<file path="config.mk">
export PLATFORM = sky130hd
export DESIGN_NAME = serial_tx_buffer
export DESIGN_NICKNAME = d
export VERILOG_FILES = /design/src/rtl/IO_UnitTypes.sv /design/src/rtl/serial_tx_queue.sv /design/src/rtl/serial_tx_buffer.sv
export SDC_FILE = /design/constraint.sdc
export NUM_CORES = 1
export LEC_CHECK = 0
export BUFFER_PORTS_ARGS = -buffer_cell sky130_fd_sc_hd__buf_2
export CORE_UTILIZATION = 58
export CTS_BUF_LIST = sky130_fd_sc_hd__clkbuf_8
export CTS_CLUSTER_SIZE = 16
export DETAILED_ROUTE_END_ITERATION = 12
export GPL_ROUTABILITY_DRIVEN = 0
export PLACE_DENSITY = 0.78
export SLEW_MARGIN = 20
export SYNTH_ARGS = -nofsm -noshare
export SYNTH_HDL_FRONTEND = slang
export SYNTH_SLANG_ARGS = --single-unit
</file>
<file path="constraint.sdc">
create_clock -name clk -period 2.6 [get_ports clk]
set_input_delay 0.13 -clock clk [delete_from_list [all_inputs] [get_ports clk]]
set_output_delay 0.13 -clock clk [all_outputs]
set_load 0.05 [all_outputs]
</file>
<file path="src/rtl/IO_UnitTypes.sv">
// Shared types and defaults for the IO unit serial transmit path.
package IO_UnitTypes;

  localparam int SERIAL_TX_FIFO_DEPTH  = 16;
  localparam int SERIAL_TX_CLK_PER_BIT = 542;  // 62.5 MHz / 115200 baud

  localparam int SERIAL_TX_QUEUE_INDEX_WIDTH = $clog2(SERIAL_TX_FIFO_DEPTH);

  typedef logic [SERIAL_TX_QUEUE_INDEX_WIDTH-1:0] SerialTxQueuePath;
  typedef logic [7:0] SerialDataPath;

  typedef enum logic [2:0] {
    TX_IDLE,
    TX_START,
    TX_DATA,
`ifdef RSD_SERIAL_TX_PARITY_EN
    TX_PARITY,
`endif
    TX_STOP
  } SerialTxState;

endpackage

</file>
<file path="src/rtl/serial_tx_queue.sv">
// Circular byte FIFO: write visible one cycle after push, head read combinationally.
// full is registered; writes while full and pops while empty are ignored.
module serial_tx_queue
  import IO_UnitTypes::*;
#(
  parameter int FIFO_DEPTH = SERIAL_TX_FIFO_DEPTH
)(
  input  logic       clk,
  input  logic       negResetIn,
  input  logic       push,
  input  logic [7:0] pushData,
  input  logic       pop,
  output logic [7:0] headData,
  output logic       full,
  output logic       empty
);

  localparam int PTR_W = (FIFO_DEPTH > 1) ? $clog2(FIFO_DEPTH) : 1;
  localparam int CNT_W = PTR_W + 1;
  localparam logic [CNT_W-1:0] DEPTH_CNT = CNT_W'(FIFO_DEPTH);

  logic [7:0]       storage [FIFO_DEPTH];
  logic [PTR_W-1:0] headPtr;
  logic [PTR_W-1:0] tailPtr;
  logic [CNT_W-1:0] count;
  logic [CNT_W-1:0] countNext;
  logic             pushOk;
  logic             popOk;

  assign pushOk   = push && !full;
  assign popOk    = pop && !empty;
  assign empty    = (count == '0);
  assign headData = storage[headPtr];

  always_comb begin
    countNext = count;
    case ({pushOk, popOk})
      2'b10:   countNext = count + 1'b1;
      2'b01:   countNext = count - 1'b1;
      default: countNext = count;
    endcase
  end

  // Depth is a power of two, so the pointers wrap by plain overflow.
  always_ff @(posedge clk or negedge negResetIn) begin
    if (!negResetIn) begin
      headPtr <= '0;
      tailPtr <= '0;
      count   <= '0;
      full    <= 1'b0;
    end else begin
      if (pushOk) tailPtr <= tailPtr + 1'b1;
      if (popOk)  headPtr <= headPtr + 1'b1;
      count <= countNext;
      full  <= (countNext == DEPTH_CNT);
    end
  end

  always_ff @(posedge clk) begin
    if (pushOk) storage[tailPtr] <= pushData;
  end

endmodule

</file>
<file path="src/rtl/serial_tx_buffer.sv">
// Queued UART transmitter: a write to an idle, empty buffer drives the start bit two cycles later.
// Writes while serialFull are dropped and latch overflow; RSD_SERIAL_TX_PARITY_EN adds an even parity bit.
module serial_tx_buffer
  import IO_UnitTypes::*;
#(
  parameter int FIFO_DEPTH  = SERIAL_TX_FIFO_DEPTH,
  parameter int CLK_PER_BIT = SERIAL_TX_CLK_PER_BIT
)(
  input  logic       clk,
  input  logic       negResetIn,
  input  logic       serialWE,
  input  logic [7:0] serialWriteData,
  output logic       serialFull,
  output logic       txBusy,
  output logic       overflow,
  output logic       txd
);

  localparam int BAUD_W = (CLK_PER_BIT > 1) ? $clog2(CLK_PER_BIT) : 1;
  localparam logic [BAUD_W-1:0] BAUD_LAST = BAUD_W'(CLK_PER_BIT - 1);

  SerialTxState      state;
  logic [BAUD_W-1:0] baudCnt;
  logic [2:0]        bitIdx;
  logic [7:0]        shiftReg;
  logic [7:0]        qHead;
  logic              qEmpty;
  logic              qFull;
  logic              qPush;
  logic              qPop;
  logic              baudLast;
`ifdef RSD_SERIAL_TX_PARITY_EN
  logic              parityBit;
`endif

  serial_tx_queue #(
    .FIFO_DEPTH (FIFO_DEPTH)
  ) queue (
    .clk        (clk),
    .negResetIn (negResetIn),
    .push       (qPush),
    .pushData   (serialWriteData),
    .pop        (qPop),
    .headData   (qHead),
    .full       (qFull),
    .empty      (qEmpty)
  );

  assign baudLast   = (baudCnt == BAUD_LAST);
  assign qPush      = serialWE && !qFull;
  // A frame is fetched either from idle or at the very end of a stop bit.
  assign qPop       = !qEmpty && ((state == TX_IDLE) || ((state == TX_STOP) && baudLast));
  assign serialFull = qFull;
  assign txBusy     = (state != TX_IDLE) || !qEmpty;

  always_ff @(posedge clk or negedge negResetIn) begin
    if (!negResetIn) begin
      overflow <= 1'b0;
    end else if (serialWE && qFull) begin
      overflow <= 1'b1;
    end
  end

  always_ff @(posedge clk or negedge negResetIn) begin
    if (!negResetIn) begin
      state    <= TX_IDLE;
      txd      <= 1'b1;
      baudCnt  <= '0;
      bitIdx   <= '0;
      shiftReg <= '0;
`ifdef RSD_SERIAL_TX_PARITY_EN
      parityBit <= 1'b0;
`endif
    end else begin
      case (state)
        TX_IDLE: begin
          txd <= 1'b1;
          if (!qEmpty) begin
            shiftReg <= qHead;
`ifdef RSD_SERIAL_TX_PARITY_EN
            parityBit <= ^qHead;
`endif
            baudCnt  <= '0;
            state    <= TX_START;
            txd      <= 1'b0;
          end
        end

        TX_START: begin
          if (baudLast) begin
            baudCnt <= '0;
            bitIdx  <= '0;
            state   <= TX_DATA;
            txd     <= shiftReg[0];
          end else begin
            baudCnt <= baudCnt + 1'b1;
          end
        end

        // txd is registered, so each bit boundary loads the value of the next bit.
        TX_DATA: begin
          if (baudLast) begin
            baudCnt <= '0;
            if (bitIdx == 3'd7) begin
`ifdef RSD_SERIAL_TX_PARITY_EN
              state <= TX_PARITY;
              txd   <= parityBit;
`else
              state <= TX_STOP;
              txd   <= 1'b1;
`endif
            end else begin
              shiftReg <= {1'b0, shiftReg[7:1]};
              bitIdx   <= bitIdx + 3'd1;
              txd      <= shiftReg[1];
            end
          end else begin
            baudCnt <= baudCnt + 1'b1;
          end
        end

`ifdef RSD_SERIAL_TX_PARITY_EN
        TX_PARITY: begin
          if (baudLast) begin
            baudCnt <= '0;
            state   <= TX_STOP;
            txd     <= 1'b1;
          end else begin
            baudCnt <= baudCnt + 1'b1;
          end
        end
`endif

        TX_STOP: begin
          if (baudLast) begin
            baudCnt <= '0;
            if (!qEmpty) begin
              shiftReg <= qHead;
`ifdef RSD_SERIAL_TX_PARITY_EN
              parityBit <= ^qHead;
`endif
              state    <= TX_START;
              txd      <= 1'b0;
            end else begin
              state <= TX_IDLE;
              txd   <= 1'b1;
            end
          end else begin
            baudCnt <= baudCnt + 1'b1;
          end
        end

        default: begin
          state   <= TX_IDLE;
          txd     <= 1'b1;
          baudCnt <= '0;
        end
      endcase
    end
  end

endmodule

</file>
After elaboration in Yosys (flattened, before gate mapping):

Memories as Yosys holds them, arrays and structs flattened.
Index checks and enable logic that the tools add are counted.

* bits of input ports: 11
* output and inout port bits: 4
* flip-flop bits (word level): 40
* RAM bits: 128
* memories: 1
* logic and storage cells: 79

Memory list
* queue.storage: words 16, bits a word 8, read ports 1, clocked after memory_dff 0, write ports 1, RTL line serial_tx_queue.sv:22 `logic [7:0] storage [FIFO_DEPTH];`

* equality and inequality tests: 14
* add/subtract/negate cells: 6
* mux-type cells: 28
* reduce and logical (&&, ||, !) cells: 20

Operators by type and width (count)
* 2-to-1 mux 8 bit: 4
* 2-to-1 mux 3 bit: 8
* one-hot mux 8 bit (3 select lines): 1
* 2-to-1 mux 10 bit: 2
* one-hot mux 10 bit (2 select lines): 1
* inequality test 2 bit (second input constant): 6
* one-hot mux 3 bit (4 select lines): 1
* adder 10 x 1 -> 10 bit (second input constant): 1
* equality test 10 bit (second input constant): 1
* one-hot mux 5 bit (2 select lines): 1
* adder 4 x 1 -> 4 bit (second input constant): 2
* 2-to-1 mux 1 bit: 8
* AND reduction 4 bit: 2
* equality test 3 x 2 -> 1 bit (second input constant): 2
* logical AND 1 bit: 6
* one-hot mux 3 bit (2 select lines): 1
* nonzero test 3 bit: 2
* adder 5 x 1 -> 5 bit (second input constant): 1
* equality test 5 bit (second input constant): 1
* logical NOT 5 bit: 1
* AND reduction 5 bit: 1
* subtractor 5 x 1 -> 5 bit (second input constant): 1
* one-hot mux 1 bit (4 select lines): 1
* adder 3 x 1 -> 3 bit (second input constant): 1
* 10 further kinds: 12

Longest topological paths before layout:

* depth in word-level cells: 8
* depth in mapped cells: 13
* depth with buffers taken out: 13

By module:

Synthesis repeated with hierarchy kept, for this count alone.

* cell total of the unflattened synthesis: 433
* area, all modules: 7269.5 sq um

Modules (own cells, without submodules)
* serial_tx_queue: instances 1, area each 5719.2 sq um, cells an instance 289, sequential area each 4194.0 sq um
* serial_tx_buffer: instances 1, area each 1550.2 sq um, cells an instance 144, sequential area each 626.9 sq um

Worst setup path after synthesis:

OpenSTA, ideal clock, no wires.

* path kind: register to register
* start point: reg queue.count[2]
* end point: reg queue.full
* cell stages (with the launch flop): 12
* path slack: -208 ps
* data arrival time: 2677 ps
* path buffers: 1
* data required time: 2469 ps
* period minus slack after synthesis: 2808 ps
* cell sequence: dfrtp_1 -> or3_4 -> nor3_2 -> nor2_1 -> ha_1 -> clkbuf_1 -> nor3_1 -> o311ai_1 -> a211oi_1 -> a211oi_2 -> mux2i_1 -> nor4_2

* longest elaborated chain between the ends: 7

Ends and longest elaborated chain
* start: declaration: RTL line serial_tx_queue.sv:25 `logic [CNT_W-1:0] count;`
* start signal: assignment: RTL line serial_tx_queue.sv:54 `count <= countNext;`
* logical NOT 5 bit: RTL line serial_tx_queue.sv:32 `assign empty = (count == '0);`
* logical NOT 1 bit: RTL line serial_tx_queue.sv:31, serial_tx_buffer.sv:52
* logical AND 1 bit: RTL line serial_tx_buffer.sv:52 `assign qPop = !qEmpty && ((state == TX_IDLE) || ((state == TX_STOP) && baudLast));`
* logical AND 1 bit: RTL line serial_tx_queue.sv:31 `assign popOk = pop && !empty;`
* equality test 2 x 1 -> 1 bit or equality test 2 bit (tied branches): RTL line serial_tx_queue.sv:37 `case ({pushOk, popOk})`
* one-hot mux 5 bit (2 select lines) (*): RTL line serial_tx_queue.sv:37
* equality test 5 bit (*): RTL line serial_tx_queue.sv:55 `full <= (countNext == DEPTH_CNT);`
* end signal: assignment: RTL line serial_tx_queue.sv:55
* end: declaration: RTL line serial_tx_queue.sv:14 `output logic full,`

Every way passes the cells marked *; elsewhere a longest branch is shown, timed or not.
A chain may end at the register's enable or synchronous reset.

Worst setup path in the final report:

* start point: reg baudCnt[8]
* end point: reg queue.full

* longest elaborated chain between the ends: 8

Ends and longest elaborated chain
* start: declaration: RTL line serial_tx_buffer.sv:23 `logic [BAUD_W-1:0] baudCnt;`
* start signal: assignment: RTL line serial_tx_buffer.sv:96 `baudCnt <= baudCnt + 1'b1;`
* start signal: assignment: RTL line serial_tx_buffer.sv:118 `baudCnt <= baudCnt + 1'b1;`
* start signal: assignment: RTL line serial_tx_buffer.sv:149 `baudCnt <= baudCnt + 1'b1;`
* equality test 10 bit (*): RTL line serial_tx_buffer.sv:49 `assign baudLast = (baudCnt == BAUD_LAST);`
* logical AND 1 bit (*): RTL line serial_tx_buffer.sv:52
* logical OR 1 bit (*): RTL line serial_tx_buffer.sv:52
* logical AND 1 bit (*): RTL line serial_tx_buffer.sv:52
* logical AND 1 bit (*): RTL line serial_tx_queue.sv:31
* equality test 2 x 1 -> 1 bit or equality test 2 bit (tied branches): RTL line serial_tx_queue.sv:37
* one-hot mux 5 bit (2 select lines) (*): RTL line serial_tx_queue.sv:37
* equality test 5 bit (*): RTL line serial_tx_queue.sv:55

Marks and branches as above.

==> impl_metrics.prom <==
# TYPE chip_impl_metric gauge
chip_impl_info{name="run_status",value="finished, violations left"} 1
chip_impl_info{name="failed_checks",value="setup timing"} 1
chip_impl_metric{name="first_global_vias",unit=""} 4025
chip_impl_metric{name="worst_margin_slew",unit="ps"} 864
chip_impl_metric{name="cts_buffers",unit=""} 17
chip_impl_info{name="cts_root_buffer",value="sky130_fd_sc_hd__clkbuf_8"} 1
chip_impl_metric{name="max-cap-violations",unit=""} 0
chip_impl_info{name="worstSetupEndpointType",value="register"} 1
chip_impl_info{name="synthMostInstantiatedCell",value="sky130_fd_sc_hd__edfxtp_1"} 1
chip_impl_metric{name="postSynthCellCount",unit=""} 430
chip_impl_metric{name="buffer_ports.inserted",unit=""} 14
chip_impl_metric{name="antennaDiodeCount",unit=""} 0
chip_impl_metric{name="synth.cell_area",unit="sq um"} 7240
chip_impl_info{name="tritoncts_clock_tree",value="done"} 1
chip_impl_metric{name="fp.dieW",unit="um"} 114
chip_impl_metric{name="fin_crit",unit="ps"} 2640
chip_impl_metric{name="drive_gt1_share",unit="%"} 31.9
chip_impl_metric{name="setup-violations-final",unit=""} 1
chip_impl_info{name="post_synth_most_frequent_cells",value="sky130_fd_sc_hd__edfxtp_1 (128), sky130_fd_sc_hd__mux4_2 (39), sky130_fd_sc_hd__dfrtp_1 (38)"} 1
chip_impl_metric{name="ir_worst_vdd",unit="uV"} 573
chip_impl_metric{name="routed_via_density",unit=""} 5.88
chip_impl_metric{name="h_tree_levels",unit=""} 4
chip_impl_metric{name="post_synth.cell_area_avg",unit="sq um"} 16.8
chip_impl_metric{name="r2r_cells",unit=""} 11
chip_impl_metric{name="min_path_cells",unit=""} 1
chip_impl_info{name="timing.critical_path.from_type",value="register"} 1
chip_impl_metric{name="power.static_leakage",unit="nW"} 2.97
chip_impl_metric{name="top_level_ports",unit=""} 15
chip_impl_metric{name="die_h",unit="um"} 114
chip_impl_metric{name="layout_setup_ws",unit="ps"} -38.6
chip_impl_metric{name="antenna_left",unit=""} 0
chip_impl_metric{name="globalRouteOverflowTotal",unit=""} 0
chip_impl_metric{name="synth_xor_xnor_area_share",unit="%"} 1.45
chip_impl_metric{name="design.final.nets",unit=""} 515
chip_impl_info{name="min_to",value="queue.storage[2][2]"} 1
chip_impl_metric{name="estimated_wirelength_of_the_detail_placed_design",unit="mm"} 8.94
chip_impl_metric{name="synth_async_sr_flop_share",unit="%"} 23.4
chip_impl_metric{name="finalMaxSlewViolations",unit=""} 0
chip_impl_metric{name="powerDensity",unit="nW/um^2"} 1080
chip_impl_metric{name="ys_warn_count",unit=""} 0
chip_impl_info{name="yosys-top-cells-area",value="sky130_fd_sc_hd__edfxtp_1 (53%), sky130_fd_sc_hd__dfrtp_1 (13%), sky130_fd_sc_hd__mux4_2 (12%)"} 1
chip_impl_metric{name="ys_ff_latch",unit=""} 167
chip_impl_info{name="regToRegEndpoint",value="queue.full"} 1
chip_impl_info{name="synth_top_family_by_area",value="multiplexers"} 1
chip_impl_metric{name="coreArea",unit="sq um"} 12100
chip_impl_metric{name="die_area",unit="sq um"} 12900
chip_impl_metric{name="detail_route.drc_violations",unit=""} 0
chip_impl_metric{name="antenna_found_initial",unit=""} 0
chip_impl_metric{name="final.period_utilization",unit="%"} 101
chip_impl_metric{name="syn-num-nets",unit=""} 456
chip_impl_info{name="worst-setup-path-type",value="reg -> reg"} 1
chip_impl_info{name="worst_hold_path_type",value="in -> reg"} 1
chip_impl_metric{name="clkSlewWorstSetupHoldPaths",unit="ps"} 90
chip_impl_metric{name="drtIter0Drc",unit=""} 261
chip_impl_info{name="setup_repair_after_global_routing_missed_its_margin",value="yes"} 1
chip_impl_metric{name="cp_data_required_time",unit="ps"} 2970
chip_impl_metric{name="slew_headroom",unit="%"} 42.4
chip_impl_info{name="synth_ff_type",value="sky130_fd_sc_hd__edfxtp_1"} 1
chip_impl_metric{name="grt.total_usage",unit="%"} 22.4
chip_impl_metric{name="critical_path.max_fanout",unit=""} 5
chip_impl_info{name="worstReg2RegStart",value="baudCnt[8]"} 1
chip_impl_info{name="synthDominantAreaCellType",value="sky130_fd_sc_hd__edfxtp_1"} 1
chip_impl_metric{name="floorplan.rows",unit=""} 40
chip_impl_metric{name="placedInstanceArea",unit="sq um"} 7740
chip_impl_metric{name="yosysTopAreaCellShare",unit="%"} 53.1
chip_impl_metric{name="wl",unit="mm"} 13.2
chip_impl_metric{name="cts-root-to-sink-buffers",unit=""} 2
chip_impl_metric{name="worst-r2r-setup-slack",unit="ps"} -40
chip_impl_metric{name="fmax",unit="MHz"} 379
chip_impl_metric{name="post_synth_and_or_nand_nor_area_fraction",unit="%"} 7.12
chip_impl_metric{name="grt_first_pass_wirelength",unit="mm"} 20.7
chip_impl_metric{name="synth_edf_count",unit=""} 128
chip_impl_metric{name="initial_utilization",unit="%"} 59.8
chip_impl_metric{name="synth_compound_gate_area_share",unit="%"} 6.24
chip_impl_metric{name="synth_adder_area_share",unit="%"} 2.59
chip_impl_metric{name="synth_mux_area_share",unit="%"} 14.0
chip_impl_info{name="min_from",value="serialWriteData[2]"} 1
chip_impl_metric{name="fin_skew",unit="ps"} 12.7
chip_impl_metric{name="area_growth",unit="%"} 13.7
chip_impl_metric{name="finalHoldViolations",unit=""} 0
chip_impl_metric{name="post_drt_wl_per_cell",unit="um"} 19.6
chip_impl_metric{name="cp.arrival",unit="ps"} 3010
chip_impl_metric{name="fin_total_pwr",unit="mW"} 8.91
chip_impl_metric{name="cts_sinks",unit=""} 167
chip_impl_metric{name="number_of_detailed_routing_iterations_run_before_antenna_repair",unit=""} 4
chip_impl_metric{name="clk-insertion-delay-late",unit="ps"} 460
chip_impl_metric{name="ys_seq_area_share",unit="%"} 66.6
chip_impl_metric{name="grt_start_max_net_pins",unit=""} 40
chip_impl_metric{name="finish.instance_area",unit="sq um"} 8230
chip_impl_metric{name="count_of_vias_placed_by_the_detailed_router",unit=""} 3937
chip_impl_metric{name="synth.distinct_cells",unit=""} 58
layout make-up:
cell class,count,area (sq um)
Fill cell,809,3880
Clock inverter,15,126
Clock buffer,17,234
Multi-Input combinational cell,235,2350
Timing Repair Buffer,60,458
Sequential cell,167,4830
Tap cell,168,210
Inverter,8,30.0
power by group:
| group | switching, mW | total, mW | internal (mW) |
|---|---|---|---|
| clock network | 0.941 | 1.70 | 0.761 |
| registers | 0.351 | 3.68 | 3.33 |
| logic | 1.77 | 3.52 | 1.75 |
| total | 3.06 | 8.91 | 5.84 |
flip-flops by register name (all words and copies together), names as in the netlist:
signal and flops:
overflow 1, baudCnt 10, queue.tailPtr 4, bitIdx 3, state 2, queue.count 5
shiftReg 8, queue.headPtr 4, txd 1, queue.full 1, queue.storage 128
how the worst max path moves through the flow:
stage | start | end | cells past startpoint
after CTS | baudCnt[7] | queue.full | 11
after global routing | baudCnt[8] | queue.full | 11
after global placement | baudCnt[8] | queue.full | 11
after floorplan | queue.count[2] | queue.full | 11
final | baudCnt[8] | queue.full | 11
after detailed placement | baudCnt[8] | queue.full | 11
cell usage in the layout, fill, tap and decap left out, drive strengths merged, types with 4 or more instances in the layout:
cell | netlist | routed
edfxtp | 128 | 128
buf | 11 | 58
mux4 | 39 | 39
dfrtp | 38 | 38
nand2 | 28 | 28
o21ai | 27 | 27
nor2 | 22 | 22
clkbuf | 9 | 17
ha | 15 | 15
inv | 8 | 15
nor3 | 11 | 11
mux2i | 10 | 10
xnor2 | 7 | 7
a22o | 7 | 7
and3 | 7 | 7
nand2b | 6 | 6
clkinv | 0 | 6
xor2 | 5 | 5
nor2b | 5 | 5
a211oi | 5 | 5
a21oi | 4 | 4
nand3 | 4 | 4
critical path, stage by stage (launching register included):
cell                       delay (ps)
sky130_fd_sc_hd__dfrtp_2          450
sky130_fd_sc_hd__nor4b_4          400
sky130_fd_sc_hd__a41oi_4          190
sky130_fd_sc_hd__buf_4            190
sky130_fd_sc_hd__nor2_4           120
sky130_fd_sc_hd__ha_4             240
sky130_fd_sc_hd__nor3_1           170
sky130_fd_sc_hd__o311ai_1         150
sky130_fd_sc_hd__a211oi_2         220
sky130_fd_sc_hd__a211oi_2          80
sky130_fd_sc_hd__mux2i_1          140
sky130_fd_sc_hd__nor4_2           200
logic make-up (layout without fill, tap and decap cells):
| kind of cell | count (synthesis) | after routing |
|---|---|---|
| AOI/OAI and AO/OA | 60 | 60 |
| xor gates and xnor gates | 12 | 12 |
| adders and majority gates | 15 | 15 |
| buffers and inverters | 28 | 100 |
| DFF | 167 | 167 |
| muxes | 52 | 52 |
| and+or+nand+nor | 96 | 96 |
repair_timing:
| action | in CTS | in global routing |
|---|---|---|
| hold buffers | 2 | 0 |
| cloned | 0 | 0 |
| resized for setup | 1 | 12 |
| hold endpoints to repair | 39 | 0 |
| pin swaps | 2 | 9 |
| setup endpoints to repair | 1 | 3 |
| setup buffers | 2 | 5 |
metrics by stage:
step / hold slack [ps] / std cells / TNS [ps] / util, % / worst slack, ps
after floorplan: -166 / 430 / 0 / - / 4.23
after global placement: 302 / 629 / 0 / 63.9 / 78.7
after detailed placement: 302 / 629 / -64.3 / 63.9 / -64.3
after CTS: 7.01 / 665 / 0 / 67.2 / 1.64
after global routing: 8.04 / 670 / -166 / 68.0 / -148
final: 42.7 / 670 / -38.6 / 68.0 / -38.6
layer usage:
metal	global-route usage (%)	up-vias	share of wire, %
met5	0	-	0
met4	11.8	0	2.5
met3	5.79	27	4.4
met2	37.9	117	53
met1	26.5	1992	40
li1	-	1801	-
Note: power is estimated with default switching activity, not from simulation.
